## src/rtl/iob_fifo_ram_ctrl_pkg.sv

```systemverilog
// ---------------------------------------------------------------------------
// iob_fifo_ram_ctrl_pkg
// Shared types for the FIFO-over-external-RAM controller.
//   fifoOp_t : per-cycle RAM activity, encoded as {push, read}, used to
//              update the committed-word count in one place.
// ---------------------------------------------------------------------------
package iob_fifo_ram_ctrl_pkg;

  typedef enum logic [1:0] {
    OP_IDLE = 2'b00,
    OP_READ = 2'b01,
    OP_PUSH = 2'b10,
    OP_BOTH = 2'b11
  } fifoOp_t;

endpackage

```

## src/rtl/iob_fifo_ram_ctrl.sv

```systemverilog
// ---------------------------------------------------------------------------
// iob_fifo_ram_ctrl
// FIFO controller driving an external dual-port RAM. Words are written
// through RAM port A and prefetched through port B; the registered read
// output of port B acts as the FIFO head, so total capacity is the RAM
// depth plus one.
//   clk_i, rst_n_i              : clock, synchronous active-low reset
//   w_valid_i/w_ready_o/w_data_i: write handshake
//   r_valid_o/r_ready_i/r_data_o: read handshake (r_data_o = ext_mem_b_d_i)
//   level_o, empty_o, full_o    : occupancy status
//   ext_mem_a_*                 : RAM write port
//   ext_mem_b_*                 : RAM read port
// ---------------------------------------------------------------------------
module iob_fifo_ram_ctrl
  import iob_fifo_ram_ctrl_pkg::*;
#(
  parameter int DATA_W = 32,
  parameter int ADDR_W = 4
) (
  input  logic                clk_i,
  input  logic                rst_n_i,
  input  logic                w_valid_i,
  output logic                w_ready_o,
  input  logic [DATA_W-1:0]   w_data_i,
  output logic                r_valid_o,
  input  logic                r_ready_i,
  output logic [DATA_W-1:0]   r_data_o,
  output logic [ADDR_W:0]     level_o,
  output logic                empty_o,
  output logic                full_o,
  output logic                ext_mem_a_en_o,
  output logic [DATA_W/8-1:0] ext_mem_a_wstrb_o,
  output logic [ADDR_W-1:0]   ext_mem_a_addr_o,
  output logic [DATA_W-1:0]   ext_mem_a_d_o,
  output logic                ext_mem_b_en_o,
  output logic [DATA_W/8-1:0] ext_mem_b_wstrb_o,
  output logic [ADDR_W-1:0]   ext_mem_b_addr_o,
  input  logic [DATA_W-1:0]   ext_mem_b_d_i
);

  localparam int DEPTH  = 2 ** ADDR_W;
  localparam int STRB_W = DATA_W / 8;

  logic [ADDR_W-1:0] wPtr;
  logic [ADDR_W-1:0] rPtr;
  logic [ADDR_W:0]   ramCnt;
  logic              vld_p1;
  logic              push;
  logic              read;
  fifoOp_t           op;

  // ramCnt never exceeds DEPTH, so "ramCnt < DEPTH" is just its MSB clear.
  // Depends on registered state and reset only, never on r_ready_i.
  assign w_ready_o = rst_n_i && !ramCnt[ADDR_W];
  assign push      = w_valid_i && w_ready_o;

  // Only committed words are read, so rPtr never equals a same-cycle wPtr
  // write target.
  assign read = rst_n_i && (ramCnt != '0) && (!vld_p1 || r_ready_i);
  assign op   = fifoOp_t'({push, read});

  assign ext_mem_a_en_o    = push;
  assign ext_mem_a_wstrb_o = {STRB_W{push}};
  assign ext_mem_a_addr_o  = wPtr;
  assign ext_mem_a_d_o     = w_data_i;

  assign ext_mem_b_en_o    = read;
  assign ext_mem_b_wstrb_o = '0;
  assign ext_mem_b_addr_o  = rPtr;

  assign r_valid_o = rst_n_i && vld_p1;
  assign r_data_o  = ext_mem_b_d_i;

  assign level_o = ramCnt + {{ADDR_W{1'b0}}, vld_p1};
  assign empty_o = (level_o == '0);
  assign full_o  = !w_ready_o;

  // Stage p1: RAM read-port output latch; vld_p1 tracks whether it holds
  // the head word.
  always_ff @(posedge clk_i) begin
    if (!rst_n_i) begin
      wPtr   <= '0;
      rPtr   <= '0;
      ramCnt <= '0;
      vld_p1 <= 1'b0;
    end else begin
      if (push) wPtr <= wPtr + ADDR_W'(1);
      if (read) rPtr <= rPtr + ADDR_W'(1);
      case (op)
        OP_PUSH: ramCnt <= ramCnt + (ADDR_W + 1)'(1);
        OP_READ: ramCnt <= ramCnt - (ADDR_W + 1)'(1);
        default: ramCnt <= ramCnt;
      endcase
      if (read)           vld_p1 <= 1'b1;
      else if (r_ready_i) vld_p1 <= 1'b0;
    end
  end

endmodule

```

## config.mk

```make
export PLATFORM = sky130hd
export DESIGN_NAME = iob_fifo_ram_ctrl
export DESIGN_NICKNAME = d
export VERILOG_FILES = /design/src/rtl/iob_fifo_ram_ctrl_pkg.sv /design/src/rtl/iob_fifo_ram_ctrl.sv
export SDC_FILE = /design/constraint.sdc
export NUM_CORES = 1
export LEC_CHECK = 0
export BUFFER_PORTS_ARGS = -buffer_cell sky130_fd_sc_hd__buf_2
export CAP_MARGIN = 20
export CORE_MARGIN = 2
export CORE_UTILIZATION = 30
export DETAILED_ROUTE_END_ITERATION = 12
export GPL_ROUTABILITY_DRIVEN = 0
export PLACE_DENSITY = 0.77
export SLEW_MARGIN = 20
export SYNTH_ARGS = -nofsm -noshare
export SYNTH_HDL_FRONTEND = slang
export SYNTH_SLANG_ARGS = --single-unit
export TNS_END_PERCENT = 10
```

## constraint.sdc

```tcl
create_clock -name clk_i -period 2.4 [get_ports clk_i]
set_clock_uncertainty 0.2 [all_clocks]
set_input_delay 0.12 -clock clk_i [delete_from_list [all_inputs] [get_ports clk_i]]
set_output_delay 0.12 -clock clk_i [all_outputs]
set_load 0.1 [all_outputs]
```

After elaboration in Yosys (flattened, before gate mapping):

Cells that the tools add are included.
Widths: inputs -> output; s select.

* flip-flop bits (word level): 14
* word-level logic and storage cells: 27

* add/subtract/negate cells: 5
* equal/unequal tests: 2
* muxes and demuxes: 3
* reduce and logical (&&, ||, !) cells: 13

Operators with widths (count)
* $pmux 5 s2: 1
* $add 4x1->4 const B: 2
* $add 5x1->5: 1
* $add 5x1->5 const B: 1
* $logic_and 1x1->1: 5
* $logic_not 5->1: 1
* $reduce_bool 5->1: 1
* $sub 5x1->5 const B: 1
* $reduce_bool 2->1: 2
* $logic_not 1->1: 3
* $eq 2x1->1 const B: 1
* $eq 2x2->1 const B: 1
* $mux 1: 2
* $logic_or 1x1->1: 1

Longest topological paths before layout:

Gate-level depths: netlist of run 1.

* depth after elaboration: 5
* depth in mapped cells: 9
* mapped depth without buffers: 9

Worst setup path before layout of run 1:

Ideal clock, no wire load.

* path type: reg-to-output
* from: register ramCnt[0]
* to: output empty_o
* arrival: 3.973 ns
* setup slack: -1.893 ns
* stages on the path, launching flop included: 6
* buffers on the path: 0
* cell sequence: dfxtp_1 ha_1 ha_1 xor2_1 or3_1 nor3_1

* word-level cells in the longest chain between the ends: 2

RTL lines
* from (decl): RTL line iob_fifo_ram_ctrl.sv:46 `logic [ADDR_W:0] ramCnt;`
* from (signal assigned): RTL line iob_fifo_ram_ctrl.sv:90 `OP_PUSH: ramCnt <= ramCnt + (ADDR_W + 1)'(1);`
* from (signal assigned): RTL line iob_fifo_ram_ctrl.sv:91 `OP_READ: ramCnt <= ramCnt - (ADDR_W + 1)'(1);`
* from (signal assigned): RTL line iob_fifo_ram_ctrl.sv:92 `default: ramCnt <= ramCnt;`
* $add 5x1->5: RTL line iob_fifo_ram_ctrl.sv:74 `assign level_o = ramCnt + {{ADDR_W{1'b0}}, vld_p1};`
* net level_o[2]: RTL line iob_fifo_ram_ctrl.sv:28 `output logic [ADDR_W:0] level_o,`
* $logic_not 5->1: RTL line iob_fifo_ram_ctrl.sv:75 `assign empty_o = (level_o == '0);`
* to (decl): RTL line iob_fifo_ram_ctrl.sv:29 `output logic empty_o,`

The timed path passes the listed nets, and every way through them passes these cells.

Final worst setup path of run 1:

* from: register ramCnt[3]
* to: register ramCnt[3]

* word-level cells in the longest chain between the ends: 5
* elaborated cells between the ends (all ways): 9
* those cells by class: add/sub (2); eq/ne (2); mux (1); reduce/logical (4)

RTL lines
* branches (longest 5 deep; another with $sub 5x1->5)

Several ways; the timed one is not identified.
A chain may end at the register's enable or synchronous reset.

==> out/qor.txt, run 1 <==
status: finished with violations
violated checks: setup timing
maximum VDD drop: 894 µV
asr flop ratio synth: 0%
area grow syn2layout: -2.53%
Setup CP Type: reg -> reg
power share of the combinational group: 77.0%
CTS Buf Count: 3
setup slack after layout: -0.0516 ns
fraction of layout cells with a size suffix above 1: 45.5%
CTS Root Cell: clkbuf_8
CP Launch Type: flip-flop
dpl cells: 179
Power Dens Cells: 1930 nW/µm²
Setup crit end kind: flip-flop
Post-CTS Hold Buffers: 0
number of global-route vias before repair: 789
Lkg Pwr: 0.633 nW
CTS Buffer Depth: 2
DRT Pass-1 Iters: 4
Post-Syn Instances: 161
Cell Area, Synth: 1340 µm²
Setup Viol. Count Final: 2
Tot Pwr: 2.51 mW
first-pass GRT wire length: 3700 µm
number of vias per cell: 4.44
P_sw: 1.44 mW
I/O pin cnt: 159
HP Class: in -> out
DP HPWL: 1960 µm
worst reg2reg path depth: 9
final number of max-transition violations: 0
Placement Setup Slack: -0.109 ns
WL per Instance: 13.0 µm
hold path depth: 0
Die W: 70.7 µm
CTS clk-pin slew, worst paths: 0.06 ns
average size of a mapped cell: 8.29 µm²
DRT antenna net count: 0
Core Region: 4320 µm²
MaxCap Viol Count: 0
cell-internal power: 1.07 mW
Final Non-Filler Cells: 184
crit-path max FO: 5
die height: 70.7 µm
n_diodes: 0
register area share after synthesis: 21.0%
Hold Fails Final Rpt: 0
number of enable flip-flop cells after synthesis: 0
Routed WL: 2400 µm
CTS tree: done
final worst-path cycle share: 102%
clock sink total: 14
Synth Flop Type: dfxtp_1
fmax: 408 MHz
Sw Ratio: 57.2%
H-tree Lvls: 1
via count: 817
DR iter-0 viols: 24
Fillers: 450
Crit path required time: 2.39 ns
count of input and output buffers: 26
initial antenna violation count: 0
worst hold slack: 0.0400 ns
flop2flop setup slack: -0.05 ns
setup_tns: -0.0803 ns
DIE AREA: 5000 µm²
GRT overflow: 0
Reg power frac: 13.8%
post-synthesis register bit count: 14
row count: 24
DR DRC count: 0
largest net degree at the start of global routing: 11
synth unique cells: 29
nets: 210
Worst Path Arrival: 2.44 ns
Clock Latency Late Sink: 0.24 ns
Total GRT Usage: 9.63%
Clock power frac: 9.2%
RSZ-0062 raised after global routing: yes
Initial Utilization: 30.9%
minimum clock period: 2.45 ns
yosys warns: 0
layer usage:
layer	up-vias	GRT usage, %	wire, µm
met1	372	9.44	906
met5	-	0	0
met4	0	7.55	103
met3	12	4.27	239
li1	390	-	-
met2	43	15.8	1150
state kept, by name (all words and copies together), names as in the netlist:
register,cells
ramCnt,5
ext_mem_a_addr_o,4
ext_mem_b_addr_o,4
vld_p1,1
final timing paths:
path	startpoint	end
max reg2reg	ramCnt[3]	ramCnt[3]
max	ramCnt[3]	ramCnt[3]
min	w_data_i[10]	ext_mem_a_d_o[10]
min reg2reg	ext_mem_b_addr_o[3]	ext_mem_b_addr_o[3]
cell families (layout without fill, tap and decap cells):
logic type	Yosys count	after routing	synth area share [%]
other	1	4	0.281
DFF	14	14	21.0
xor gates and xnor gates	10	10	6.56
and+or+nand+nor	36	36	13.7
adders and majority gates	9	9	9.00
buffers and inverters	77	45	41.9
AOI/OAI and AO/OA	11	11	5.34
muxes	3	3	2.25
power by group through the flow:
stage | sequential (mW) | clock (mW) | combinational (mW)
floorplan | 0.523 | 0 | 1.83
global placement | 0.344 | 0 | 1.89
detailed placement | 0.351 | 0 | 1.91
CTS | 0.347 | 0.236 | 1.94
global route | 0.353 | 0.244 | 2.04
finish | 0.346 | 0.232 | 1.93
critical path, cell delays in order (launching register included):
cell     delay (ns)
dfxtp_2        0.32
or4_4          0.55
o21ai_4        0.17
nor2_4         0.05
ha_4           0.20
ha_1           0.27
a21o_1         0.10
a21oi_1        0.06
or4_1          0.39
nand3_1        0.07
timing repair:
action,CTS,global route
resized for setup,2,0
setup endpoints to repair,3,3
buffers inserted,1,0
pin swaps,4,0
hold endpoints to repair,0,0
layout make-up:
cell class	instances	area, µm²	area share (%)
clock buffer	4	55.1	4.23
inverter	3	11.3	0.865
multi-input combinational	73	634	48.7
sequential	14	285	21.9
tap	52	65.1	5.00
timing repair buffer	38	250	19.2
cells in the mapped netlist (2+ instances only):
master    instances  area (µm²)
inv_1             3        11.3
ha_1              8         100
nand2_1           6        22.5
nor2_1           13        48.8
a21oi_1           6        30.0
xnor2_1           4        35.0
mux2i_1           3        30.0
xor2_1            6        52.6
nand3_1           6        30.0
clkbuf_1          2        7.51
dfxtp_1          14         280
buf_4            72         541
o21ai_0           2        10.0
cells in the final DEF, fill, tap and decap left out, types with 4 or more instances in the layout:
cell type,instances
dfxtp_1,12
nand2_1,6
buf_2,24
buf_4,12
nand3_1,6
clkbuf_8,4
conb_1,4
a21oi_1,5
xor2_1,5
ha_4,4
nor2_1,12
stage by stage:
step                      area (µm²)  utilization, %
after detailed placement        1230            28.5
after global routing            1300            30.1
final                           1300            30.1
after CTS                       1300            30.1
after global placement          1230            28.5
after floorplan                 1470               -
No activity file was read; power rests on OpenSTA's default activity.
==> inputs of run 2 (changes only) <==
- CORE_UTILIZATION: 30 -> 36
- PLACE_DENSITY: 0.77 -> 0.87
- SKIP_CTS_REPAIR_TIMING: unset -> 1
- clock period: 2.4 -> 3.1 ns (I/O delays scaled with it)
==> run 2 against run 1 <==
Against the previous run:
- the run now ends clean
- cell count down 8.7%
- fmax shrank 12%
- total power fell by 35%
- largest power group unchanged
- highest routed layer unchanged
==> out/qor.txt, run 2 (synthesis results as in run 1) <==
maximum VDD drop: 371 µV
clock sink total: 14
Die W: 64.9 µm
worst r2r src: ramCnt[2]
CTS tree: done
largest net degree at the start of global routing: 15
CTS Root Cell: clkbuf_8
crit-path max FO: 6
largest register by flop count: ramCnt
Total GRT Usage: 10.8%
CTS Buffer Depth: 2
Placement Setup Slack: 0.320 ns
crit path launch: ramCnt[2]
CTS clk-pin slew, worst paths: 0.06 ns
DP HPWL: 1740 µm
Least-Margin Pin Slew: 0.511 ns
GRT overflow: 0
power share of the combinational group: 71.0%
Routed WL: 2170 µm
DR iter-0 viols: 25
Worst Path Arrival: 2.78 ns
n_diodes: 0
placed cell area: 1040 µm²
final number of max-transition violations: 0
hold_sp: rst_n_i
Setup Viol. Count Final: 0
DIE AREA: 4210 µm²
Clock Latency Late Sink: 0.25 ns
Core Region: 3610 µm²
Max-slew headroom: 66.2%
Sw Ratio: 63.0%
RSZ-0062 raised after global routing: no
fraction of layout cells with a size suffix above 1: 33.3%
P_sw: 1.04 mW
CTS Buf Count: 3
Crit path required time: 3.08 ns
Power Dens Cells: 1500 nW/µm²
status: finished clean
final worst-path cycle share: 90.2%
CP Launch Type: flip-flop
fmax: 358 MHz
initial antenna violation count: 0
DR DRC count: 0
multi-input combinational cell area: 557 µm²
count of input and output buffers: 26
I/O pin cnt: 159
Largest register FFs: 5
area grow syn2layout: -18.1%
Worst path slowest cell: or4_4
MaxCap Viol Count: 0
Fillers: 389
commonest cells after routing, fill and taps aside: buf_2 (26), dfxtp_1 (14), nor2_1 (12)
Setup CP Type: reg -> reg
Finished Cell Area: 1090 µm²
Reg power frac: 18.1%
row count: 22
die height: 64.9 µm
number of vias per cell: 4.56
H-tree Lvls: 1
number of global-route vias before repair: 743
Lkg Pwr: 0.567 nW
Setup crit end kind: flip-flop
HP Class: in -> reg
via count: 766
CP cell instances: or4_4, o21ai_4, nor2_2, ha_1, ha_1, a21oi_1, and4b_1, a21oi_1, mux2i_1
most common cell after layout, fill and taps aside: buf_2
Clock power frac: 10.9%
cell-internal power: 608 µW
setup_tns: 0 ns
WL per Instance: 12.9 µm
register area: 280 µm²
Hold Fails Final Rpt: 0
minimum clock period: 2.80 ns
DRT antenna net count: 0
first-pass GRT wire length: 3430 µm
CP peak stage delay: 0.58 ns
nets: 198
worst hold slack: 0.0238 ns
fin util: 30.3%
DRT Pass-1 Iters: 3
Initial Utilization: 37.0%
setup slack after layout: 0.304 ns
==> run 2: cell types whose count changed in the layout (fill, tap and decap cells not counted), sizes merged <==
cell / change
buf: -12
==> run 2: metal layers <==
metal	GRT usage, %	wire [µm]	vias up
met5	0	0	-
met4	7.71	90	0
met3	6.42	313	12
met2	17.3	984	51
met1	10.3	779	341
li1	-	-	362
==> run 2: worst paths after layout <==
kind / cells after the start / slack [ns] / to
worst min-delay path: 3 / 0.02 / ext_mem_a_addr_o[1]
worst max register to register: 9 / 0.30 / ramCnt[4]
worst min register to register: 2 / 0.29 / ext_mem_b_addr_o[3]
worst max-delay path: 9 / 0.30 / ramCnt[4]
==> run 2: through the flow <==
stage	total power, mW	cells
after floorplan	1.74	164
after global placement	1.45	164
after detailed placement	1.47	164
after CTS	1.66	168
after global routing	1.74	168
final	1.64	168
==> run 2: power by group through the flow <==
stage / logic [mW] / clock network [mW] / registers [mW]
after floorplan: 1.35 / 0 / 0.390
after global placement: 1.16 / 0 / 0.298
after detailed placement: 1.17 / 0 / 0.302
after CTS: 1.17 / 0.187 / 0.298
after global routing: 1.23 / 0.196 / 0.306
final: 1.17 / 0.179 / 0.297
==> run 2: cell type report <==
class | instances | area share [%]
tap | 48 | 5.49
multi-input combinational | 73 | 50.9
timing repair buffer | 26 | 11.9
clock buffer | 4 | 5.03
sequential | 14 | 25.6
inverter | 3 | 1.03
==> run 2: worst max-delay path, delay by kind of cell (launching register included) <==
| kind | cells | cell delay, ns |
|---|---|---|
| and+or+nand+nor | 3 | 0.85 |
| muxes | 1 | 0.19 |
| AOI/OAI and AO/OA | 3 | 0.46 |
| DFF | 1 | 0.41 |
| adders and majority gates | 2 | 0.63 |
